## src/rtl/register_serializer.sv

```systemverilog
// Parallel-in, serial-out converter with valid/ready on both sides and a done pulse per frame.
// Optional even-parity trailer beat when SERIALIZER_PARITY_EN is defined.
module register_serializer #(
    parameter int WIDTH     = 8,
    parameter bit MSB_FIRST = 1'b1
) (
    input  logic             clk,
    input  logic             reset,
    input  logic             enable,
    input  logic [WIDTH-1:0] in,
    input  logic             in_valid,
    output logic             in_ready,
    output logic             ser_out,
    output logic             ser_valid,
    input  logic             ser_ready,
    output logic             last,
    output logic             busy,
    output logic             done
);

    localparam int CW = (WIDTH > 2) ? $clog2(WIDTH) : 1;

`ifdef SERIALIZER_PARITY_EN
    typedef enum logic [1:0] {IDLE = 2'd0, SHIFT = 2'd1, PARITY = 2'd2} state_t;
`else
    typedef enum logic [1:0] {IDLE = 2'd0, SHIFT = 2'd1} state_t;
`endif

    state_t            state_q, state_d;
    logic [WIDTH-1:0]  shreg_p0;
    logic [CW-1:0]     cnt_p0;
    logic              done_p1;
    logic              capture, beat, cnt_last, last_raw, frame_end;
`ifdef SERIALIZER_PARITY_EN
    logic              par_p0;
`endif

    function automatic logic head_bit(input logic [WIDTH-1:0] v);
        return MSB_FIRST ? v[WIDTH-1] : v[0];
    endfunction

    function automatic logic [WIDTH-1:0] advance(input logic [WIDTH-1:0] v);
        return MSB_FIRST ? {v[WIDTH-2:0], 1'b0} : {1'b0, v[WIDTH-1:1]};
    endfunction

    // reset gates in_ready so nothing is captured while reset is held
    assign in_ready  = reset && enable && (state_q == IDLE);
    assign ser_valid = enable && (state_q != IDLE);
    assign busy      = (state_q != IDLE);
    assign capture   = in_valid && in_ready;
    assign beat      = ser_valid && ser_ready;
    assign cnt_last  = (cnt_p0 == CW'(WIDTH - 1));
    assign last      = last_raw && enable;
    assign frame_end = beat && last_raw;
    assign done      = done_p1 && enable;

    always_comb begin
        state_d  = state_q;
        last_raw = 1'b0;
        ser_out  = 1'b0;
        case (state_q)
            IDLE: begin
                if (capture) state_d = SHIFT;
            end
            SHIFT: begin
                ser_out = head_bit(shreg_p0);
`ifdef SERIALIZER_PARITY_EN
                if (beat && cnt_last) state_d = PARITY;
`else
                last_raw = cnt_last;
                if (beat && cnt_last) state_d = IDLE;
`endif
            end
`ifdef SERIALIZER_PARITY_EN
            PARITY: begin
                ser_out  = par_p0;
                last_raw = 1'b1;
                if (beat) state_d = IDLE;
            end
`endif
            default: state_d = IDLE;
        endcase
    end

    // control: state, beat count, done pulse
    always_ff @(posedge clk or negedge reset) begin
        if (!reset) begin
            state_q <= IDLE;
            cnt_p0  <= '0;
            done_p1 <= 1'b0;
        end else if (enable) begin
            state_q <= state_d;
            done_p1 <= frame_end;
            if (capture)
                cnt_p0 <= '0;
            else if (beat && state_q == SHIFT)
                cnt_p0 <= cnt_p0 + CW'(1);
        end
    end

    // data: shift register (and parity) need no reset, outputs are gated by state
    always_ff @(posedge clk) begin
        if (enable) begin
            if (capture) begin
                shreg_p0 <= in;
`ifdef SERIALIZER_PARITY_EN
                par_p0   <= ^in;
`endif
            end else if (beat && state_q == SHIFT) begin
                shreg_p0 <= advance(shreg_p0);
            end
        end
    end

endmodule
```

## config.mk

```make
export PLATFORM = sky130hd
export DESIGN_NAME = register_serializer
export DESIGN_NICKNAME = d
export VERILOG_FILES = /design/src/rtl/register_serializer.sv
export SDC_FILE = /design/constraint.sdc
export NUM_CORES = 1
export LEC_CHECK = 0
export BUFFER_PORTS_ARGS = -buffer_cell sky130_fd_sc_hd__buf_2
export CORE_UTILIZATION = 40
export DETAILED_ROUTE_END_ITERATION = 6
export PLACE_DENSITY = 0.67
export SLEW_MARGIN = 10
export SYNTH_ARGS = -nofsm -noshare
export SYNTH_HDL_FRONTEND = slang
export SYNTH_SLANG_ARGS = --single-unit
export TNS_END_PERCENT = 30
```

## constraint.sdc

```tcl
create_clock -name clk -period 1.7 [get_ports clk]
set_clock_uncertainty 0.05 [all_clocks]
set_input_delay 0.085 -clock clk [delete_from_list [all_inputs] [get_ports clk]]
set_output_delay 0.085 -clock clk [all_outputs]
set_load 0.02 [all_outputs]
```

[Word level (Yosys, flattened, before mapping)]
Index checks and enable logic that the tools add are counted.
W data, S select, Z words.
Cells by class
  $lt $le $gt $ge: 0
  multiply operators: 0
  shift-type cells: 0
  mux-type cells: 9
  div/mod/pow operators: 0
  reductions and logical operators: 15
  $add $sub $neg: 1
  equality and inequality tests: 4
  bitwise logic cells: 0
Operators by type and width (count)
  $mux W8: 2
  $logic_and A1 B1 Y1: 10
  $mux W3: 2
  $mux W2: 2
  $ne A2 B2 Y1 const B: 2
  $pmux W2 S2: 1
  $reduce_bool A2 Y1: 2
  $add A3 B1 Y3 const B: 1
  $eq A3 B3 Y1 const B: 1
  $reduce_and A3 Y1: 1
  $eq A2 B1 Y1 const B: 1
  $logic_not A2 Y1: 1
  $mux W1: 2
  $reduce_and A2 Y1: 1
Storage, ports and cells
  output and inout bits: 6
  bits in read-only memories: 0
  input port bits: 13
  latch bits: 0
  memory bits (writable): 0
  memories: 0
  register bits after elaboration: 14

[Depth between registers and ports, before layout]
  depth in word-level cells: 6
  mapped depth: 5
  depth with buffers taken out: 5

[Worst setup path before layout]
OpenSTA, ideal clock, no wires.
  path type: reg-to-reg
  start point: reg state_q[0]
  end point: reg shreg_p0[0], enable pin
  setup slack: 209 ps
  required time: 1326 ps
  buffers on the path: 0
  cell stages (with the launch flop): 4
  setup time: 324 ps
  arrival time: 1117 ps
  cell sequence: dfrtp_1 > nand4b_4 > and2_4 > inv_1
Between the ends
  longest elaborated chain between the ends: 6
Ends and longest elaborated chain
  start: declaration: RTL line 29  | state_t state_q, state_d;
  start signal: assignment: RTL line 92  | state_q <= state_d;
  $reduce_bool A2 Y1: RTL line 48  | assign ser_valid = enable && (state_q != IDLE);
  $logic_and A1 B1 Y1: RTL line 48
  $logic_and A1 B1 Y1: RTL line 51  | assign beat = ser_valid && ser_ready;
  $logic_and A1 B1 Y1: RTL line 109  | end else if (beat && state_q == SHIFT) begin
  $reduce_bool A2 Y1 (no source line) *
  $reduce_and A2 Y1 (no source line) *
  end signal: assignment: RTL line 105  | shreg_p0 <= in;
  end signal: assignment: RTL line 110  | shreg_p0 <= advance(shreg_p0);
  end: declaration: RTL line 30  | logic [WIDTH-1:0] shreg_p0;
Mark *: on every way between the ends. The rest lies on a longest branch, timed or not.
A chain may end at the register's enable or synchronous reset.

[Final worst setup path]
  start point: reg cnt_p0[0]
  end point: out last
Between the ends
  longest elaborated chain between the ends: 3
Ends and longest elaborated chain
  start: declaration: RTL line 31  | logic [CW-1:0] cnt_p0;
  start signal: assignment: RTL line 97  | cnt_p0 <= cnt_p0 + CW'(1);
  $eq A3 B3 Y1: RTL line 52  | assign cnt_last = (cnt_p0 == CW'(WIDTH - 1));
  $mux W1: RTL line 61  | case (state_q)
  $logic_and A1 B1 Y1: RTL line 53  | assign last = last_raw && enable;
  end: declaration: RTL line 16  | output logic last,
No other way between the ends.

==> results.json <==
{
  "drcViolationCount": 0,
  "relSlewSlack_pct": 81.2,
  "antennaDiodeCount": 0,
  "yosysWarningCount": 0,
  "clk_latency_ps": 270,
  "grt_max_degree": 11,
  "die_area_sq_um": 1690,
  "hold_class": "in2reg",
  "drive_above_1_share_pct": 55.2,
  "rsz0062_at_grt": "false",
  "synth_top_area_share_pct": 39.3,
  "drt_iter0_markers": 2,
  "dr.pass1.iters": 2,
  "avgRoutedWirePerCell_um": 12.4,
  "instances_no_fill": 82,
  "cts_setup_buffers": 0,
  "crit_type": "reg2out",
  "end_kind": "output pin",
  "vdd_drop_max_uv": 775,
  "final_cell_area_sq_um": 776,
  "syn_nets": 57,
  "synth.cell_area_sq_um": 612,
  "yosysSeqAreaShare_pct": 59.7,
  "r2r_start": "state_q[0]",
  "ctsLongestPathBuffers": 2,
  "leakagePower_uw": 0.000377,
  "min_period_over_period_pct": 92.3,
  "rows": 13,
  "first_global_vias": 390,
  "cts.sinks": 13,
  "tns_ps": 0,
  "postSynth.asyncResetShare_pct": 38.5,
  "r2r-end": "shreg_p0[4]",
  "antenna_left": 0,
  "layout_min_cycle_time_ps": 1570,
  "boundaryPins": 19,
  "r2r_cells": 3,
  "antenna_found_initial": 0,
  "gp_congestion": 0.712,
  "status": "completed",
  "max_freq_mhz": 637,
  "ys_ff_latch": 13,
  "coreArea_sq_um": 1370,
  "cp-start-kind": "flop",
  "slew_viol_final": 0,
  "hpwl_um": 772,
  "cts_resized": 0,
  "wirelength_mm": 1.02,
  "synth_top_cell_by_area": "edfxtp_1",
  "synth_commonest_cells": "8 x edfxtp_1, 7 x mux2_2, 5 x dfrtp_1",
  "avgSynthCellArea_sq_um": 14.6,
  "via_per_inst": 4.90,
  "r2r_setup_slack_ps": 270,
  "arrival_ps": 1430,
  "clockRootBuffer": "clkbuf_4",
  "layout.nets": 83,
  "syn_to_final_growth_pct": 26.8,
  "die_h_um": 41.1,
  "fin_hold_ws_ps": 70.3,
  "grt_first_pass_wirelength_mm": 1.55,
  "setup_viol": 0,
  "grtUsageTotal_pct": 14.4,
  "crit_end": "last",
  "p_per_area_nw_per_um2": 1140,
  "post-route-util_pct": 56.8,
  "worst_slew_pin_slew_ps": 281,
  "startpoint": "cnt_p0[0]",
  "synth.area.top_cells": "edfxtp_1 39%, dfrtp_1 20%, mux2_2 13%",
  "grt-ovfl-total": 0,
  "synthCells": 42,
  "dpl-instance-area_sq_um": 728,
  "start_util_pct": 44.8,
  "vias": 402,
  "hold_violations": 0,
  "place_inst": 76,
  "synth_edf_count": 8,
  "die_x_um": 41.1,
  "path_clk_slew_ps": 80,
  "worst-endpoint-required_ps": 1560,
  "cts_tree": "yes",
  "crit_fanout": 3,
  "yosysUniqueCellTypes": 16,
  "synth_most_common_cell": "edfxtp_1",
  "port_buffers": 18,
  "htreeDepth": 1,
  "cap_viol_max_count": 0,
  "synth_ff_type": "edfxtp_1",
  "cts-buffers-inserted": 3
}
## critical path: stages, from the launching register on
cell and delay (ps):
dfrtp_1 400, ha_1 210, ha_1 180, and3_2 220
buf_2 160
## state kept, by name, summed over array words and instances (netlist names)
| name | flops |
|---|---|
| cnt_p0 | 3 |
| shreg_p0 | 8 |
| state_q | 1 |
| done_p1 | 1 |
## how the worst min path moves through the flow
stage	from	endpoint	slack, ps	cells past startpoint
2_1_floorplan	reset	cnt_p0[0]	-260	0
3_3_place_gp	reset	cnt_p0[0]	-120	1
3_5_place_dp	reset	cnt_p0[1]	-120	1
4_1_cts	in[3]	shreg_p0[3]	70	2
5_1_grt	in[1]	shreg_p0[1]	60	2
6_report	in[3]	shreg_p0[3]	70	2
## cell type report
type,instances,area (sq um)
fill,123,591
inverter,3,11.3
tap,15,18.8
clock inverter,1,5.00
sequential,13,365
multi-input combinational,26,235
clock buffer,3,22.5
timing repair buffer,21,118
## stage by stage
stage                     setup WS, ps  total power (uW)
after floorplan                    209               612
after global placement             286               697
after detailed placement           246               703
after CTS                          123               891
after global routing              38.5               938
final                              131               883
## routing by layer
layer	track usage (%)	routed length [um]	vias up
met3	3.26	46	2
met1	18.3	518	177
li1	-	-	209
met5	0	0	-
met4	2.42	7	0
met2	25.4	447	14
## cells in the final DEF (no fill, tap or decap), drive strengths merged
cell type,n
a22o,2
a22oi,1
and2,4
and3,4
buf,19
clkbuf,3
clkinv,1
dfrtp,5
dlygate4sd3,2
edfxtp,8
ha,2
inv,3
mux2,7
nand2,1
nand3,2
nand4b,1
o21ai,2
## repair_timing
item / in CTS / in global routing
hold endpoints to repair: 6 / 0
setup endpoints to repair: 0 / 0
hold buffers: 2 / 0
## report_power, final
group	internal, uW	switching [uW]
Sequential	418	30.2
Clock	86.9	101
Combinational	124	122
Total	629	253
## cells by family (layout without fill, tap and decap cells)
family	Yosys count	count (layout)	share of synthesized area, %
compound gates	5	5	5.73
buf+inv	3	28	1.84
simple gates	12	12	15.7
flops	13	13	59.7
mux	7	7	12.9
fa+ha+maj	2	2	4.09
No activity file was read; power rests on OpenSTA's default activity.
